## config.mk

```make
export PLATFORM = sky130hd
export DESIGN_NAME = ram_result_scanner_flat
export DESIGN_NICKNAME = d
export VERILOG_FILES = /design/src/rtl/ram_result_scanner_if.sv /design/src/rtl/ram_result_scanner.sv /design/src/flat_wrapper.sv
export SDC_FILE = /design/constraint.sdc
export NUM_CORES = 1
export LEC_CHECK = 0
export ABC_CLOCK_PERIOD_IN_PS = 8730
export CAP_MARGIN = 25
export CORE_MARGIN = 2
export CORE_UTILIZATION = 25
export DETAILED_ROUTE_END_ITERATION = 16
export GPL_ROUTABILITY_DRIVEN = 0
export REMOVE_ABC_BUFFERS = 1
export SLEW_MARGIN = 20
export SYNTH_ARGS = -nofsm -noshare
export SYNTH_HDL_FRONTEND = slang
export SYNTH_SLANG_ARGS = --single-unit
export TNS_END_PERCENT = 100
```

## constraint.sdc

```tcl
create_clock -name CLOCK_50_I -period 8.73 [get_ports CLOCK_50_I]
set_clock_uncertainty 0.1 [all_clocks]
set_input_delay 1.746 -clock CLOCK_50_I [delete_from_list [all_inputs] [get_ports CLOCK_50_I]]
set_output_delay 1.746 -clock CLOCK_50_I [all_outputs]
set_load 0.03 [all_outputs]
```

## src/rtl/ram_result_scanner_if.sv

```systemverilog
`default_nettype none
// +--------------------------------------------------------------------------+
// | Module   : ram_result_scanner_if                                         |
// | Purpose  : Dual-port Y/Z result RAM read bus (addresses out, q back).    |
// | Revision : 1.0  initial release                                          |
// +--------------------------------------------------------------------------+
interface ram_result_scanner_if #(
    parameter int ADDR_W = 9,
    parameter int DATA_W = 8
);
    logic [ADDR_W-1:0] Y_ADDR_A_O;
    logic [ADDR_W-1:0] Y_ADDR_B_O;
    logic [ADDR_W-1:0] Z_ADDR_A_O;
    logic [ADDR_W-1:0] Z_ADDR_B_O;
    logic [DATA_W-1:0] Y_Q_A_I;
    logic [DATA_W-1:0] Y_Q_B_I;
    logic [DATA_W-1:0] Z_Q_A_I;
    logic [DATA_W-1:0] Z_Q_B_I;

    modport master (
        output Y_ADDR_A_O, Y_ADDR_B_O, Z_ADDR_A_O, Z_ADDR_B_O,
        input  Y_Q_A_I, Y_Q_B_I, Z_Q_A_I, Z_Q_B_I
    );

    modport slave (
        input  Y_ADDR_A_O, Y_ADDR_B_O, Z_ADDR_A_O, Z_ADDR_B_O,
        output Y_Q_A_I, Y_Q_B_I, Z_Q_A_I, Z_Q_B_I
    );
endinterface
`default_nettype wire

```

## src/rtl/ram_result_scanner.sv

```systemverilog
`default_nettype none
// +--------------------------------------------------------------------------+
// | Module   : ram_result_scanner                                            |
// | Purpose  : Scans the Y/Z result RAMs through both ports and reduces them |
// |            to sums, zero count, Z maximum and an optional signature      |
// |            (signature built only when SCAN_SIGNATURE_EN is defined).     |
// | Revision : 1.0  initial release                                          |
// +--------------------------------------------------------------------------+
module ram_result_scanner #(
    parameter int ADDR_W = 9,
    parameter int DATA_W = 8,
    parameter int HALF   = 256,
    parameter int SUM_W  = 17
) (
    input  wire logic               CLOCK_50_I,
    input  wire logic               RESET_I,
    input  wire logic               START_I,
    output logic                    BUSY_O,
    output logic                    DONE_O,
    ram_result_scanner_if.master    ram,
    output logic [SUM_W-1:0]        Y_SUM_O,
    output logic [SUM_W-1:0]        Z_SUM_O,
    output logic [9:0]              ZERO_CNT_O,
    output logic [DATA_W-1:0]       Z_MAX_O,
    output logic [DATA_W-1:0]       SIG_O
);

    localparam int                CNT_W  = 10;
    localparam logic [ADDR_W-1:0] C_HALF = ADDR_W'(HALF);
    localparam logic [ADDR_W-1:0] C_LAST = ADDR_W'(HALF - 1);

    typedef enum logic [1:0] {
        S_IDLE  = 2'd0,
        S_ISSUE = 2'd1,
        S_DRAIN = 2'd2,
        S_DONE  = 2'd3
    } state_t;

    state_t              state_q, state_d;
    logic [ADDR_W-1:0]   addr_a_q, addr_a_d;
    logic [ADDR_W-1:0]   addr_b_q, addr_b_d;
    logic                acc_en_q, acc_en_d;
    logic                clr_d;

    logic [SUM_W-1:0]    y_sum_q, y_sum_d;
    logic [SUM_W-1:0]    z_sum_q, z_sum_d;
    logic [CNT_W-1:0]    zero_cnt_q, zero_cnt_d;
    logic [DATA_W-1:0]   z_max_q, z_max_d;
    logic [DATA_W-1:0]   z_pair_max;

    // Sequencer: addresses and state only; data arrives one cycle behind.
    always_comb begin
        state_d  = state_q;
        addr_a_d = addr_a_q;
        addr_b_d = addr_b_q;
        clr_d    = 1'b0;
        acc_en_d = (state_q == S_ISSUE);
        unique case (state_q)
            S_IDLE: begin
                if (START_I) begin
                    clr_d    = 1'b1;
                    addr_a_d = '0;
                    addr_b_d = C_HALF;
                    state_d  = S_ISSUE;
                end
            end
            S_ISSUE: begin
                if (addr_a_q == C_LAST) begin
                    addr_a_d = '0;
                    addr_b_d = C_HALF;
                    state_d  = S_DRAIN;
                end else begin
                    addr_a_d = addr_a_q + 1'b1;
                    addr_b_d = addr_b_q + 1'b1;
                end
            end
            S_DRAIN: state_d = S_DONE;
            S_DONE:  state_d = S_IDLE;
            default: state_d = S_IDLE;
        endcase
    end

    always_comb begin
        z_pair_max = (ram.Z_Q_A_I > ram.Z_Q_B_I) ? ram.Z_Q_A_I : ram.Z_Q_B_I;
        y_sum_d    = y_sum_q;
        z_sum_d    = z_sum_q;
        zero_cnt_d = zero_cnt_q;
        z_max_d    = z_max_q;
        if (clr_d) begin
            y_sum_d    = '0;
            z_sum_d    = '0;
            zero_cnt_d = '0;
            z_max_d    = '0;
        end else if (acc_en_q) begin
            y_sum_d    = y_sum_q + SUM_W'(ram.Y_Q_A_I) + SUM_W'(ram.Y_Q_B_I);
            z_sum_d    = z_sum_q + SUM_W'(ram.Z_Q_A_I) + SUM_W'(ram.Z_Q_B_I);
            zero_cnt_d = zero_cnt_q
                       + {{(CNT_W-1){1'b0}}, (ram.Y_Q_A_I == '0)}
                       + {{(CNT_W-1){1'b0}}, (ram.Y_Q_B_I == '0)};
            z_max_d    = (z_pair_max > z_max_q) ? z_pair_max : z_max_q;
        end
    end

    always_ff @(posedge CLOCK_50_I) begin
        if (RESET_I) begin
            state_q    <= S_IDLE;
            addr_a_q   <= '0;
            addr_b_q   <= C_HALF;
            acc_en_q   <= 1'b0;
            y_sum_q    <= '0;
            z_sum_q    <= '0;
            zero_cnt_q <= '0;
            z_max_q    <= '0;
        end else begin
            state_q    <= state_d;
            addr_a_q   <= addr_a_d;
            addr_b_q   <= addr_b_d;
            acc_en_q   <= acc_en_d;
            y_sum_q    <= y_sum_d;
            z_sum_q    <= z_sum_d;
            zero_cnt_q <= zero_cnt_d;
            z_max_q    <= z_max_d;
        end
    end

`ifdef SCAN_SIGNATURE_EN
    logic [DATA_W-1:0] sig_q, sig_d;

    // Rotate-left then fold in the port-a Y word and port-b Z word.
    always_comb begin
        sig_d = sig_q;
        if (clr_d) begin
            sig_d = '0;
        end else if (acc_en_q) begin
            sig_d = {sig_q[DATA_W-2:0], sig_q[DATA_W-1]} ^ ram.Y_Q_A_I ^ ram.Z_Q_B_I;
        end
    end

    always_ff @(posedge CLOCK_50_I) begin
        if (RESET_I) begin
            sig_q <= '0;
        end else begin
            sig_q <= sig_d;
        end
    end

    assign SIG_O = sig_q;
`else
    assign SIG_O = '0;
`endif

    assign ram.Y_ADDR_A_O = addr_a_q;
    assign ram.Y_ADDR_B_O = addr_b_q;
    assign ram.Z_ADDR_A_O = addr_a_q;
    assign ram.Z_ADDR_B_O = addr_b_q;

    assign BUSY_O     = (state_q == S_ISSUE) || (state_q == S_DRAIN);
    assign DONE_O     = (state_q == S_DONE);
    assign Y_SUM_O    = y_sum_q;
    assign Z_SUM_O    = z_sum_q;
    assign ZERO_CNT_O = zero_cnt_q;
    assign Z_MAX_O    = z_max_q;

endmodule
`default_nettype wire

```

## src/flat_wrapper.sv

```systemverilog
// flat-port wrapper written by rule: the top's interface ports become plain ports
module ram_result_scanner_flat 
#(
    parameter int ADDR_W = 9,
    parameter int DATA_W = 8,
    parameter int HALF   = 256,
    parameter int SUM_W  = 17
)
  (CLOCK_50_I, RESET_I, START_I, BUSY_O, DONE_O, Y_SUM_O, Z_SUM_O, ZERO_CNT_O, Z_MAX_O, SIG_O, ram_Y_ADDR_A_O, ram_Y_ADDR_B_O, ram_Z_ADDR_A_O, ram_Z_ADDR_B_O, ram_Y_Q_A_I, ram_Y_Q_B_I, ram_Z_Q_A_I, ram_Z_Q_B_I);
  ram_result_scanner_if #(.ADDR_W(ADDR_W), .DATA_W(DATA_W)) ram_i ();
  input  wire logic CLOCK_50_I;
  input  wire logic RESET_I;
  input  wire logic START_I;
  output logic BUSY_O;
  output logic DONE_O;
  output logic [SUM_W-1:0] Y_SUM_O;
  output logic [SUM_W-1:0] Z_SUM_O;
  output logic [9:0] ZERO_CNT_O;
  output logic [DATA_W-1:0] Z_MAX_O;
  output logic [DATA_W-1:0] SIG_O;
  output wire logic [$bits(ram_i.Y_ADDR_A_O)-1:0] ram_Y_ADDR_A_O;
  output wire logic [$bits(ram_i.Y_ADDR_B_O)-1:0] ram_Y_ADDR_B_O;
  output wire logic [$bits(ram_i.Z_ADDR_A_O)-1:0] ram_Z_ADDR_A_O;
  output wire logic [$bits(ram_i.Z_ADDR_B_O)-1:0] ram_Z_ADDR_B_O;
  input wire logic [$bits(ram_i.Y_Q_A_I)-1:0] ram_Y_Q_A_I;
  input wire logic [$bits(ram_i.Y_Q_B_I)-1:0] ram_Y_Q_B_I;
  input wire logic [$bits(ram_i.Z_Q_A_I)-1:0] ram_Z_Q_A_I;
  input wire logic [$bits(ram_i.Z_Q_B_I)-1:0] ram_Z_Q_B_I;
  assign ram_Y_ADDR_A_O = ram_i.Y_ADDR_A_O;
  assign ram_Y_ADDR_B_O = ram_i.Y_ADDR_B_O;
  assign ram_Z_ADDR_A_O = ram_i.Z_ADDR_A_O;
  assign ram_Z_ADDR_B_O = ram_i.Z_ADDR_B_O;
  assign ram_i.Y_Q_A_I = ram_Y_Q_A_I;
  assign ram_i.Y_Q_B_I = ram_Y_Q_B_I;
  assign ram_i.Z_Q_A_I = ram_Z_Q_A_I;
  assign ram_i.Z_Q_B_I = ram_Z_Q_B_I;
  ram_result_scanner #(.ADDR_W(ADDR_W), .DATA_W(DATA_W), .HALF(HALF), .SUM_W(SUM_W)) u_core (.CLOCK_50_I(CLOCK_50_I), .RESET_I(RESET_I), .START_I(START_I), .BUSY_O(BUSY_O), .DONE_O(DONE_O), .ram(ram_i), .Y_SUM_O(Y_SUM_O), .Z_SUM_O(Z_SUM_O), .ZERO_CNT_O(ZERO_CNT_O), .Z_MAX_O(Z_MAX_O), .SIG_O(SIG_O));
endmodule
```

* Word level (Yosys, flattened, before mapping)
Cells that the tools add are included.
** Word-level totals
- Output and inout port bits :: 98
- Bits in registers :: 73
** Operators by class
- Equality and inequality tests :: 6
- Add/subtract/negate cells :: 8
- Reduce and logical (&&, ||, !) cells :: 9
- Multiplexer cells :: 12
- Order comparisons :: 2
** Operators by type and width (number)
- 17-bit by 8-bit adder with 17-bit output :: 4
- 9-bit 2-to-1 mux :: 4
- 9-bit one-hot mux with 2 select lines :: 2
- 10-bit by 1-bit adder with 10-bit output :: 2
- 9-bit by 1-bit adder with 9-bit output, second input constant :: 2
- 8-bit > comparator :: 2
- 8-bit logical NOT :: 2
- 9-bit by 8-bit == test with 1-bit output, second input constant :: 1
- 8-bit 2-to-1 mux :: 1
- 2-bit one-hot mux with 4 select lines :: 1
- 2-bit AND reduction :: 3
- 2-bit == test, second input constant :: 2
- 2-bit 2-to-1 mux :: 2
- 2-bit != test, second input constant :: 2
- 2-bit by 1-bit == test with 1-bit output, second input constant :: 1
- 2-bit logical NOT :: 1
- 1-bit 2-to-1 mux :: 2
- 2-bit nonzero test :: 1
- 2-bit OR reduction :: 1
- 1-bit logical OR :: 1

* Longest topological paths before layout
Gate-level depths: netlist of run 1.
- Word-level depth :: 4
- Gate-level depth with buffers :: 16
- Depth with buffers taken out :: 13

* Worst setup path before layout of run 1
No wires, ideal clock.
- Path type :: input -> register
- Start :: input port ram_Z_Q_B_I[5]
- End :: register u_core.z_max_q[2], in the netlist u_core.Z_MAX_O[2]
- Setup slack :: 3.945 ns
- Path buffers :: 2
- Data arrival time :: 4.546 ns
- Stages :: 15
- Cells stage by stage :: inv_1 ha_1 a211oi_2 nor2_2 or2_1 buf_2 o211ai_1 nand2_1 ha_1 nand4_1 or3b_1 a21oi_2 or2_1 buf_4 a311oi_2
** Between the ends
- Word-level cells in the longest chain between the ends :: 4
** Ends and longest elaborated chain
- start: declaration :: RTL line flat_wrapper.sv:28 : input wire logic [$bits(ram_i.Z_Q_B_I)-1:0] ram_Z_Q_B_I;
- 8-bit > comparator :: RTL line ram_result_scanner.sv:84 : z_pair_max = (ram.Z_Q_A_I > ram.Z_Q_B_I) ? ram.Z_Q_A_I : ram.Z_Q_B_I;
- 8-bit 2-to-1 mux :: RTL line ram_result_scanner.sv:84
- net u_core.z_pair_max[3] :: RTL line ram_result_scanner.sv:49 : logic [DATA_W-1:0] z_pair_max;
- 8-bit > comparator :: RTL line ram_result_scanner.sv:100 : z_max_d = (z_pair_max > z_max_q) ? z_pair_max : z_max_q;
- 2-bit AND reduction (no line)
- end signal: assignment :: RTL line ram_result_scanner.sv:122 : z_max_q <= z_max_d;
- end: declaration :: RTL line ram_result_scanner.sv:48 : logic [DATA_W-1:0] z_max_q, z_max_d;
The timed path passes the listed nets, and every way through them passes these cells.
A chain may end at the register's enable or synchronous reset.

* Final worst setup path of run 1
- Start :: input port ram_Z_Q_B_I[5]
- End :: register u_core.z_max_q[6], in the netlist u_core.Z_MAX_O[6]
The elaborated chain is that of the path after synthesis.

==> impl_results.html, run 1 <==
<table>
<tr><th>Metric</th><th>Value</th></tr>
<tr><th colspan="2">Die</th></tr>
<tr><td>Die Y-Extent</td><td>roughly 150 um</td></tr>
<tr><td>Number of primary I/O pins</td><td>133</td></tr>
<tr><td>Overall die area</td><td>22500 sq um</td></tr>
<tr><td>Horizontal extent of the die</td><td>150.0 um</td></tr>
<tr><td>Starting utilization of the core area</td><td>25.44%</td></tr>
<tr><td>Cell row count</td><td>53</td></tr>
<tr><td>Floorplan Core Area</td><td>approximately 21000 sq um</td></tr>
<tr><th colspan="2">Logic synthesis</th></tr>
<tr><td>Cell count after synthesis</td><td>approximately 620</td></tr>
<tr><td>Count of state elements after synthesis</td><td>73</td></tr>
<tr><td>Top_reg_cell synth</td><td>sky130_fd_sc_hd__dfxtp_1</td></tr>
<tr><td>Cell type with the highest aggregate area in the netlist</td><td>sky130_fd_sc_hd__dfxtp_1</td></tr>
<tr><td>Number of library cell types mapped by synthesis</td><td>65</td></tr>
<tr><td>Area share of the leading cell type in the synthesized netlist</td><td>27.42%</td></tr>
<tr><td>Most area-consuming cells after synthesis</td><td>sky130_fd_sc_hd__dfxtp_1 27%, sky130_fd_sc_hd__ha_1 9.2%, sky130_fd_sc_hd__fa_1 7.1%</td></tr>
<tr><td>Number of enable-type register cells in the synthesized netlist</td><td>0</td></tr>
<tr><td>Async set or reset register ratio after synthesis</td><td>0%</td></tr>
<tr><td>Mean cell area of the mapped netlist</td><td>8.556 sq um</td></tr>
<tr><td>Number of warnings issued by yosys</td><td>0</td></tr>
<tr><td>Sequential share of the synthesized area</td><td>between 20% and 30%</td></tr>
<tr><td>Mapped Area</td><td>5330 sq um</td></tr>
<tr><th colspan="2">Clocking</th></tr>
<tr><td>Insertion delay to the later sink of the worst-skew pair</td><td>0.34 ns</td></tr>
<tr><td>Total clock buffers created by CTS</td><td>9</td></tr>
<tr><td>CTS tree</td><td>done</td></tr>
<tr><td>Clock-pin slew of the registers on the worst-case setup and hold paths</td><td>0.06 ns</td></tr>
<tr><td>Resized Gates After CTS</td><td>0</td></tr>
<tr><td>Setup Fix Bufs, Post-CTS</td><td>0</td></tr>
<tr><td>Hold buffer count at CTS</td><td>0</td></tr>
<tr><td>CTS Buffer Depth</td><td>2</td></tr>
<tr><td>Root Driver</td><td>sky130_fd_sc_hd__clkbuf_16</td></tr>
<tr><td>Clock sink count</td><td>73</td></tr>
<tr><td>Htree depth</td><td>3</td></tr>
<tr><th colspan="2">Power and ir drop</th></tr>
<tr><td>Pleak</td><td>2.704 nW</td></tr>
<tr><td>PD cells</td><td>196.8 nW/um^2</td></tr>
<tr><td>Total power consumption of the routed design</td><td>roughly 1.4 mW</td></tr>
<tr><td>Peak supply drop</td><td>174.8 uV</td></tr>
<tr><th colspan="2">Routing</th></tr>
<tr><td>Routed wire per std cell</td><td>roughly 14 um</td></tr>
<tr><td>First-pass iteration count of the detailed router</td><td>4</td></tr>
<tr><td>Residual antenna-violating net count after detailed routing</td><td>0</td></tr>
<tr><td>WL final</td><td>14130 um</td></tr>
<tr><td>Via/cell ratio</td><td>4.704</td></tr>
<tr><td>DRC Markers</td><td>0</td></tr>
<tr><td>Iter 0 DRT Violations</td><td>180</td></tr>
<tr><td>Vias</td><td>4713</td></tr>
<tr><th colspan="2">STA</th></tr>
<tr><td>Tightest slew margin relative to the limit</td><td>52.65%</td></tr>
<tr><td>Min setup slack post-route</td><td>3.249 ns</td></tr>
<tr><td>Max Slew Vio Count</td><td>0</td></tr>
<tr><td>Hold slack final</td><td>about 0.37 ns</td></tr>
<tr><td>F_max</td><td>0.1824 GHz</td></tr>
<tr><td>Measured slew at the worst slew-check pin</td><td>0.7069 ns</td></tr>
<tr><td>Period minus WS final</td><td>5.481 ns</td></tr>
<tr><td>Count of endpoints failing hold in the final timing report</td><td>0</td></tr>
<tr><td>Final critical-path share of the clock period</td><td>62.79%</td></tr>
<tr><td>Total Negative Setup Slacks</td><td>0 ns</td></tr>
<tr><td>Setup repair after global routing missed its margin</td><td>false</td></tr>
<tr><td>Number of failing setup endpoints in the final timing report</td><td>0</td></tr>
<tr><th colspan="2">Layout</th></tr>
<tr><td>Top library cells by usage in the layout, fill and taps aside</td><td>124 x sky130_fd_sc_hd__clkdlybuf4s50_1, 73 x sky130_fd_sc_hd__dfxtp_1, 50 x sky130_fd_sc_hd__nor2_1</td></tr>
<tr><td>Ant. Diodes</td><td>0</td></tr>
<tr><td>Layout overhead on the synthesized area</td><td>31.62%</td></tr>
<tr><td>Fin util</td><td>~33%</td></tr>
<tr><td>Total Nets Final</td><td>~820</td></tr>
<tr><td>Total area of multi-input combinational cells</td><td>between 3000 and 4000 sq um</td></tr>
<tr><td>Sequential standard cell area</td><td>1461 sq um</td></tr>
<tr><td>Count of filler cells inserted in the layout</td><td>2226</td></tr>
<tr><td>Post-route cell area</td><td>7015 sq um</td></tr>
<tr><td>Fin cells</td><td>1002</td></tr>
<tr><td>Fraction of layout cells with a size suffix above 1</td><td>slightly above 6%</td></tr>
<tr><td>Leading cell type in the layout, fill and taps excluded</td><td>sky130_fd_sc_hd__clkdlybuf4s50_1</td></tr>
<tr><th colspan="2">Placement</th></tr>
<tr><td>Total of buffers placed on input and output ports</td><td>124</td></tr>
<tr><td>Detailed-placement wirelength estimate</td><td>roughly 11000 um</td></tr>
<tr><td>Total placed cells including tap cells</td><td>986</td></tr>
<tr><td>Dpl ws</td><td>2.892 ns</td></tr>
<tr><td>Cell area after placement</td><td>6660 sq um</td></tr>
<tr><th colspan="2">Global route</th></tr>
<tr><td>Total overflow reported by the global router</td><td>0</td></tr>
<tr><td>Global-route wire length before repair</td><td>22960 um</td></tr>
<tr><td>Number of antenna violations at the first check in global routing</td><td>0</td></tr>
<tr><td>Largest net degree at the start of global routing</td><td>43</td></tr>
<tr><td>Total track usage</td><td>roughly an eighth</td></tr>
<tr><td>Number of global-route vias before repair</td><td>between 4000 and 5000</td></tr>
<tr><th colspan="2">Critical path</th></tr>
<tr><td>Kind of end point of the critical path</td><td>flop</td></tr>
<tr><td>Number of buffer and inverter instances along the worst setup path</td><td>2</td></tr>
<tr><td>Endpoint arrival time on the critical path</td><td>roughly 5.6 ns</td></tr>
<tr><td>Critical path's slowest cell</td><td>sky130_fd_sc_hd__clkdlybuf4s50_1</td></tr>
<tr><td>Critical path peak fanout</td><td>15</td></tr>
<tr><td>Slowest Stage Delay on Critical Path</td><td>0.54 ns</td></tr>
<tr><td>Setup CP Type</td><td>in -&gt; reg</td></tr>
<tr><td>Required time of the critical path</td><td>8.83 ns</td></tr>
<tr><td>Gate family responsible for the most delay along the worst path</td><td>simple AND/OR/NAND/NOR gates</td></tr>
<tr><td>CP Launch Type</td><td>input port</td></tr>
<tr><td>Critical path, cell by cell</td><td>clkdlybuf4s50_1 -&gt; inv_1 -&gt; ha_1 -&gt; a211oi_2 -&gt; nor2_2 -&gt; or2_1 -&gt; o211ai_1 -&gt; nand2_1 -&gt; ha_1 -&gt; nand4_1 -&gt; or3b_1 -&gt; a21oi_2 -&gt; or2_1 -&gt; a311oi_1</td></tr>
<tr><th colspan="2">Min path</th></tr>
<tr><td>Min-Delay Path Class</td><td>reg -&gt; reg</td></tr>
<tr><th colspan="2">Status</th></tr>
<tr><td>Outcome</td><td>complete, no violations</td></tr>
<tr><th colspan="2">Job</th></tr>
<tr><td>Count of max-cap constraint violations</td><td>0</td></tr>
</table>
==> final cells by class <==
class	count	share of cell area, %
Clock inverter	4	1.409
Clock buffer	12	3.656
Tap cell	275	4.905
Inverter	44	2.354
Timing Repair Buffer	127	18.01
Sequential cell	73	20.83
Multi-Input combinational cell	467	48.83
==> final timing paths <==
| check | start | to | slack [ns] | cells after the start |
|---|---|---|---|---|
| worst max register to register | u_core.Z_SUM_O[1]$_SDFFE_PP0P_ | u_core.Z_SUM_O[15]$_SDFFE_PP0P_ | 5.71 | 9 |
| worst min-delay path | u_core.Y_SUM_O[16]$_SDFFE_PP0P_ | u_core.Y_SUM_O[16]$_SDFFE_PP0P_ | 0.37 | 2 |
| worst max-delay path | ram_Z_Q_B_I[5] | u_core.Z_MAX_O[6]$_SDFFE_PP0P_ | 3.25 | 14 |
| worst min register to register | u_core.Y_SUM_O[16]$_SDFFE_PP0P_ | u_core.Y_SUM_O[16]$_SDFFE_PP0P_ | 0.37 | 2 |
==> synthesized netlist by cell type, types with 5 or more instances <==
cell,n
sky130_fd_sc_hd__dfxtp_1,73
sky130_fd_sc_hd__nor2_1,50
sky130_fd_sc_hd__nand2_1,47
sky130_fd_sc_hd__inv_1,43
sky130_fd_sc_hd__ha_1,39
sky130_fd_sc_hd__a21oi_1,34
sky130_fd_sc_hd__buf_4,28
sky130_fd_sc_hd__fa_1,19
sky130_fd_sc_hd__nand2b_1,19
sky130_fd_sc_hd__nor3_1,18
sky130_fd_sc_hd__o21ai_0,16
sky130_fd_sc_hd__xor2_1,15
sky130_fd_sc_hd__nand3_1,14
sky130_fd_sc_hd__mux2i_1,13
sky130_fd_sc_hd__nand4_1,13
sky130_fd_sc_hd__o211ai_1,12
sky130_fd_sc_hd__nor4_1,11
sky130_fd_sc_hd__nor2b_1,9
sky130_fd_sc_hd__and4_1,8
sky130_fd_sc_hd__o22ai_1,8
sky130_fd_sc_hd__a211oi_1,7
sky130_fd_sc_hd__or2b_1,7
sky130_fd_sc_hd__or3_1,7
sky130_fd_sc_hd__a21o_1,6
sky130_fd_sc_hd__and2_1,6
sky130_fd_sc_hd__buf_2,6
sky130_fd_sc_hd__xnor2_1,6
sky130_fd_sc_hd__a311oi_1,5
sky130_fd_sc_hd__a31oi_1,5
sky130_fd_sc_hd__and3_1,5
sky130_fd_sc_hd__buf_1,5
sky130_fd_sc_hd__nand3b_1,5
==> routing by layer <==
metal / part of all wire [%] / wire [um] / up-vias / track usage (%)
li1: - / - / 2391 / -
met1: 49 / 6938 / 2171 / 17.23
met2: 43 / 6068 / 137 / 20.02
met3: 6.7 / 944 / 14 / 3.811
met4: 1.2 / 174 / 0 / 3.538
met5: 0 / 0 / - / 0
==> state kept, by name, indices dropped and copies added (netlist names) <==
name                   count
u_core.Z_MAX_O             8
u_core.state_q             2
u_core.Y_SUM_O            17
u_core.ram.Y_ADDR_B_O      9
u_core.ZERO_CNT_O         10
u_core.acc_en_q            1
u_core.ram.Y_ADDR_A_O      9
u_core.Z_SUM_O            17
==> power breakdown <==
group          total (mW)  leakage [nW]  internal [mW]  switching, mW
registers           0.387         0.590          0.360         0.0272
logic               0.543          1.94          0.217          0.327
clock network       0.450         0.173          0.296          0.154
total                1.38          2.70          0.872          0.508
==> kinds of logic (layout without fill, tap and decap cells) <==
logic type	count (synthesis)	count (layout)	share of synthesized area [%]
AO/OA/AOI/OAI	134	134	18.15
XOR/XNOR	21	21	3.451
adder cells (fa/ha/maj)	58	58	16.29
buffers and inverters	90	187	8.873
flip-flops	73	73	27.42
multiplexers	14	14	2.652
other	1	8	0.07035
AND/OR/NAND/NOR	232	232	23.10
==> worst register-to-register path, stage by stage (launching register included) <==
cell and delay, ns:
sky130_fd_sc_hd__dfxtp_1 0.33, sky130_fd_sc_hd__fa_1 0.48, sky130_fd_sc_hd__ha_1 0.18, sky130_fd_sc_hd__inv_1 0.06, sky130_fd_sc_hd__fa_1 0.38, sky130_fd_sc_hd__and2b_1 0.25
sky130_fd_sc_hd__o2111ai_1 0.16, sky130_fd_sc_hd__a31oi_1 0.56, sky130_fd_sc_hd__a31oi_1 0.18, sky130_fd_sc_hd__a41o_1 0.23
(Power assumes the default switching activity.)
==> run 2, diff against run 1 <==
Settings changed: ABC_CLOCK_PERIOD_IN_PS 8730 to 5400.
Clock period 8.73 ns to 5.4 ns, I/O delays scaled along.
==> impl_results.html, run 2 (synthesis gave the netlist of run 1 again) <==
<table>
<tr><th>Metric</th><th>Value</th></tr>
<tr><th colspan="2">Status</th></tr>
<tr><td>Outcome</td><td>complete, no violations (unchanged)</td></tr>
<tr><th colspan="2">Clocking</th></tr>
<tr><td>Resized Gates After CTS</td><td>0 (unchanged)</td></tr>
<tr><td>Hold buffer count at CTS</td><td>0 (unchanged)</td></tr>
<tr><td>CTS Buffer Depth</td><td>2 (unchanged)</td></tr>
<tr><td>Root Driver</td><td>sky130_fd_sc_hd__clkbuf_16 (unchanged)</td></tr>
<tr><td>CTS tree</td><td>done (unchanged)</td></tr>
<tr><td>Clock sink count</td><td>73 (unchanged)</td></tr>
<tr><td>Htree depth</td><td>3 (unchanged)</td></tr>
<tr><td>Clock-pin slew of the registers on the worst-case setup and hold paths</td><td>0.06 ns (about the same)</td></tr>
<tr><td>Total clock buffers created by CTS</td><td>9 (unchanged)</td></tr>
<tr><td>Setup Fix Bufs, Post-CTS</td><td>0 (unchanged)</td></tr>
<tr><td>Insertion delay to the later sink of the worst-skew pair</td><td>0.35 ns (was 0.34 ns)</td></tr>
<tr><th colspan="2">Critical path</th></tr>
<tr><td>Critical path peak fanout</td><td>15 (unchanged)</td></tr>
<tr><td>Destination of the worst register-to-register timing path</td><td>u_core.Z_SUM_O[15]$_SDFFE_PP0P_ (unchanged)</td></tr>
<tr><td>Required time of the critical path</td><td>5.50 ns (was 8.83 ns)</td></tr>
<tr><td>Kind of end point of the critical path</td><td>flop (unchanged)</td></tr>
<tr><td>Setup CP Type</td><td>in -&gt; reg (unchanged)</td></tr>
<tr><td>Critical path, cell by cell</td><td>clkdlybuf4s50_1 -&gt; inv_1 -&gt; ha_1 -&gt; a211oi_2 -&gt; nor2_2 -&gt; or2_1 -&gt; o211ai_1 -&gt; nand2_1 -&gt; ha_1 -&gt; nand4_1 -&gt; o21ai_1 -&gt; a21oi_1 -&gt; or2_1 -&gt; a311oi_1 (was clkdlybuf4s50_1 -&gt; inv_1 -&gt; ha_1 -&gt; a211oi_2 -&gt; nor2_2 -&gt; or2_1 -&gt; o211ai_1 -&gt; nand2_1 -&gt; ha_1 -&gt; nand4_1 -&gt; or3b_1 -&gt; a21oi_2 -&gt; or2_1 -&gt; a311oi_1)</td></tr>
<tr><td>Path depth of the worst reg2reg path</td><td>9 (unchanged)</td></tr>
<tr><td>Internal reg-to-reg setup slack</td><td>2.37 ns (was 5.71 ns)</td></tr>
<tr><td>Slowest Stage Delay on Critical Path</td><td>0.53 ns (was 0.54 ns)</td></tr>
<tr><td>Critical path's slowest cell</td><td>sky130_fd_sc_hd__clkdlybuf4s50_1 (unchanged)</td></tr>
<tr><td>Launching point of the worst reg2reg path</td><td>u_core.Z_SUM_O[1]$_SDFFE_PP0P_ (unchanged)</td></tr>
<tr><td>CP Launch Type</td><td>input port (unchanged)</td></tr>
<tr><td>Endpoint arrival time on the critical path</td><td>4.86 ns (was 5.58 ns)</td></tr>
<tr><th colspan="2">Min path</th></tr>
<tr><td>Cell count of the worst hold path</td><td>2 (unchanged)</td></tr>
<tr><td>Hold endpoint</td><td>u_core.Y_SUM_O[16]$_SDFFE_PP0P_ (unchanged)</td></tr>
<tr><td>Launch point of the worst hold path</td><td>u_core.Y_SUM_O[16]$_SDFFE_PP0P_ (unchanged)</td></tr>
<tr><td>Min-Delay Path Class</td><td>reg -&gt; reg (unchanged)</td></tr>
<tr><th colspan="2">Global route</th></tr>
<tr><td>Global-route wire length before repair</td><td>23290 um (was 22960 um)</td></tr>
<tr><td>Total track usage</td><td>13.05% (was 12.84%)</td></tr>
<tr><td>Number of antenna violations at the first check in global routing</td><td>0 (unchanged)</td></tr>
<tr><td>Largest net degree at the start of global routing</td><td>26 (was 43)</td></tr>
<tr><td>Number of global-route vias before repair</td><td>4632 (was 4533)</td></tr>
<tr><td>Total overflow reported by the global router</td><td>0 (unchanged)</td></tr>
<tr><th colspan="2">STA</th></tr>
<tr><td>Final critical-path share of the clock period</td><td>88.16%</td></tr>
<tr><td>F_max</td><td>~0.21 GHz</td></tr>
<tr><td>Period minus WS final</td><td>4.761 ns</td></tr>
<tr><td>Hold slack final</td><td>0.3705 ns (was 0.3742 ns)</td></tr>
<tr><td>Number of failing setup endpoints in the final timing report</td><td>0 (unchanged)</td></tr>
<tr><td>Measured slew at the worst slew-check pin</td><td>0.7108 ns (was 0.7069 ns)</td></tr>
<tr><td>Total Negative Setup Slacks</td><td>0 ns (unchanged)</td></tr>
<tr><td>Max Slew Vio Count</td><td>0 (unchanged)</td></tr>
<tr><td>Tightest slew margin relative to the limit</td><td>52.61% (was 52.65%)</td></tr>
<tr><td>Setup repair after global routing missed its margin</td><td>false (unchanged)</td></tr>
<tr><td>Count of endpoints failing hold in the final timing report</td><td>0 (unchanged)</td></tr>
<tr><th colspan="2">Routing</th></tr>
<tr><td>Vias</td><td>4756 (was 4713)</td></tr>
<tr><td>DRC Markers</td><td>0 (unchanged)</td></tr>
<tr><td>WL final</td><td>14390 um (was 14130 um)</td></tr>
<tr><td>First-pass iteration count of the detailed router</td><td>6 (was 4)</td></tr>
<tr><td>Via/cell ratio</td><td>4.732 (was 4.704)</td></tr>
<tr><td>Routed wire per std cell</td><td>14.32 um (was 14.10 um)</td></tr>
<tr><td>Iter 0 DRT Violations</td><td>142 (was 180)</td></tr>
<tr><td>Residual antenna-violating net count after detailed routing</td><td>0 (unchanged)</td></tr>
<tr><th colspan="2">Layout</th></tr>
<tr><td>Total area of multi-input combinational cells</td><td>3427 sq um (was 3426 sq um)</td></tr>
<tr><td>Fraction of layout cells with a size suffix above 1</td><td>6.575% (was 6.052%)</td></tr>
<tr><td>Total Nets Final</td><td>818 (was 815)</td></tr>
<tr><td>Top library cells by usage in the layout, fill and taps aside</td><td>124 x sky130_fd_sc_hd__clkdlybuf4s50_1, 73 x sky130_fd_sc_hd__dfxtp_1, 50 x sky130_fd_sc_hd__nor2_1 (unchanged)</td></tr>
<tr><td>Ant. Diodes</td><td>0 (unchanged)</td></tr>
<tr><td>Leading cell type in the layout, fill and taps excluded</td><td>sky130_fd_sc_hd__clkdlybuf4s50_1 (unchanged)</td></tr>
<tr><td>Count of filler cells inserted in the layout</td><td>2181 (was 2226)</td></tr>
<tr><td>Fin util</td><td>33.59% (was 33.48%)</td></tr>
<tr><td>Sequential standard cell area</td><td>1461 sq um (unchanged)</td></tr>
<tr><td>Layout overhead on the synthesized area</td><td>32.07% (was 31.62%)</td></tr>
<tr><th colspan="2">Power and ir drop</th></tr>
<tr><td>Peak supply drop</td><td>307.0 uV (was 174.8 uV)</td></tr>
<tr><td>PD cells</td><td>317.6 nW/um^2 (was 196.8 nW/um^2)</td></tr>
<tr><td>Pleak</td><td>2.719 nW (was 2.704 nW)</td></tr>
<tr><th colspan="2">Die</th></tr>
<tr><td>Horizontal extent of the die</td><td>150.0 um (unchanged)</td></tr>
<tr><td>Overall die area</td><td>22500 sq um (unchanged)</td></tr>
<tr><td>Die Y-Extent</td><td>150.0 um (unchanged)</td></tr>
<tr><td>Number of primary I/O pins</td><td>133 (unchanged)</td></tr>
<tr><td>Cell row count</td><td>53 (unchanged)</td></tr>
<tr><td>Floorplan Core Area</td><td>20960 sq um (unchanged)</td></tr>
<tr><td>Starting utilization of the core area</td><td>25.44% (unchanged)</td></tr>
<tr><th colspan="2">Placement</th></tr>
<tr><td>Detailed-placement wirelength estimate</td><td>10960 um (was 10650 um)</td></tr>
<tr><td>Total of buffers placed on input and output ports</td><td>124 (unchanged)</td></tr>
<tr><th colspan="2">Job</th></tr>
<tr><td>Count of max-cap constraint violations</td><td>0 (unchanged)</td></tr>
</table>
## run 2: layout make-up
class / instances / area share (%)
Multi-Input combinational cell: 467 / 48.68
Sequential cell: 73 / 20.76
Timing Repair Buffer: 130 / 18.27
Tap cell: 275 / 4.888
Clock buffer: 12 / 3.644
Inverter: 44 / 2.346
Clock inverter: 4 / 1.404
## run 2: per-layer routing
layer / GRT usage [%] / vias up / part of all wire (%)
met3: 3.872 / 11 / 6.6
met1: 17.41 / 2227 / 49
li1: - / 2390 / -
met2: 20.50 / 128 / 43
met5: 0 / - / 0
met4: 3.538 / 0 / 1.0
## run 2: worst max path at each step
stage | startpoint | slack [ns] | to
floorplan | ram_Z_Q_B_I[5] | 1.19 | u_core.Z_MAX_O[1]$_SDFFE_PP0P_
global placement | ram_Z_Q_B_I[5] | 0.36 | u_core.Z_MAX_O[7]$_SDFFE_PP0P_
detailed placement | ram_Z_Q_B_I[5] | 0.30 | u_core.Z_MAX_O[7]$_SDFFE_PP0P_
CTS | ram_Z_Q_B_I[5] | 0.66 | u_core.Z_MAX_O[7]$_SDFFE_PP0P_
global route | ram_Z_Q_B_I[5] | 0.36 | u_core.Z_MAX_O[7]$_SDFFE_PP0P_
finish | ram_Z_Q_B_I[5] | 0.64 | u_core.Z_MAX_O[7]$_SDFFE_PP0P_
## run 2: critical path, delay by kind of cell
family          cells  cell delay, ns
buf+inv             2            0.61
simple gates        5            1.17
compound gates      5            1.32
fa+ha+maj           2            0.66
## run 2: stage by stage
step,worst slack (ns),total power [mW],instances,cell area (sq um)
final,0.6393,2.236,1005,7039
after global placement,0.3558,1.523,989,6683
after CTS,0.6645,2.269,1005,7039
after detailed placement,0.2951,1.531,989,6684
after global routing,0.3585,2.390,1005,7039
after floorplan,1.189,1.236,584,5049
## run 2: report_power, final
group          internal, mW  switching, mW  total (mW)
clock                 0.478          0.243       0.721
combinational         0.355          0.532       0.887
sequential            0.582         0.0455       0.628
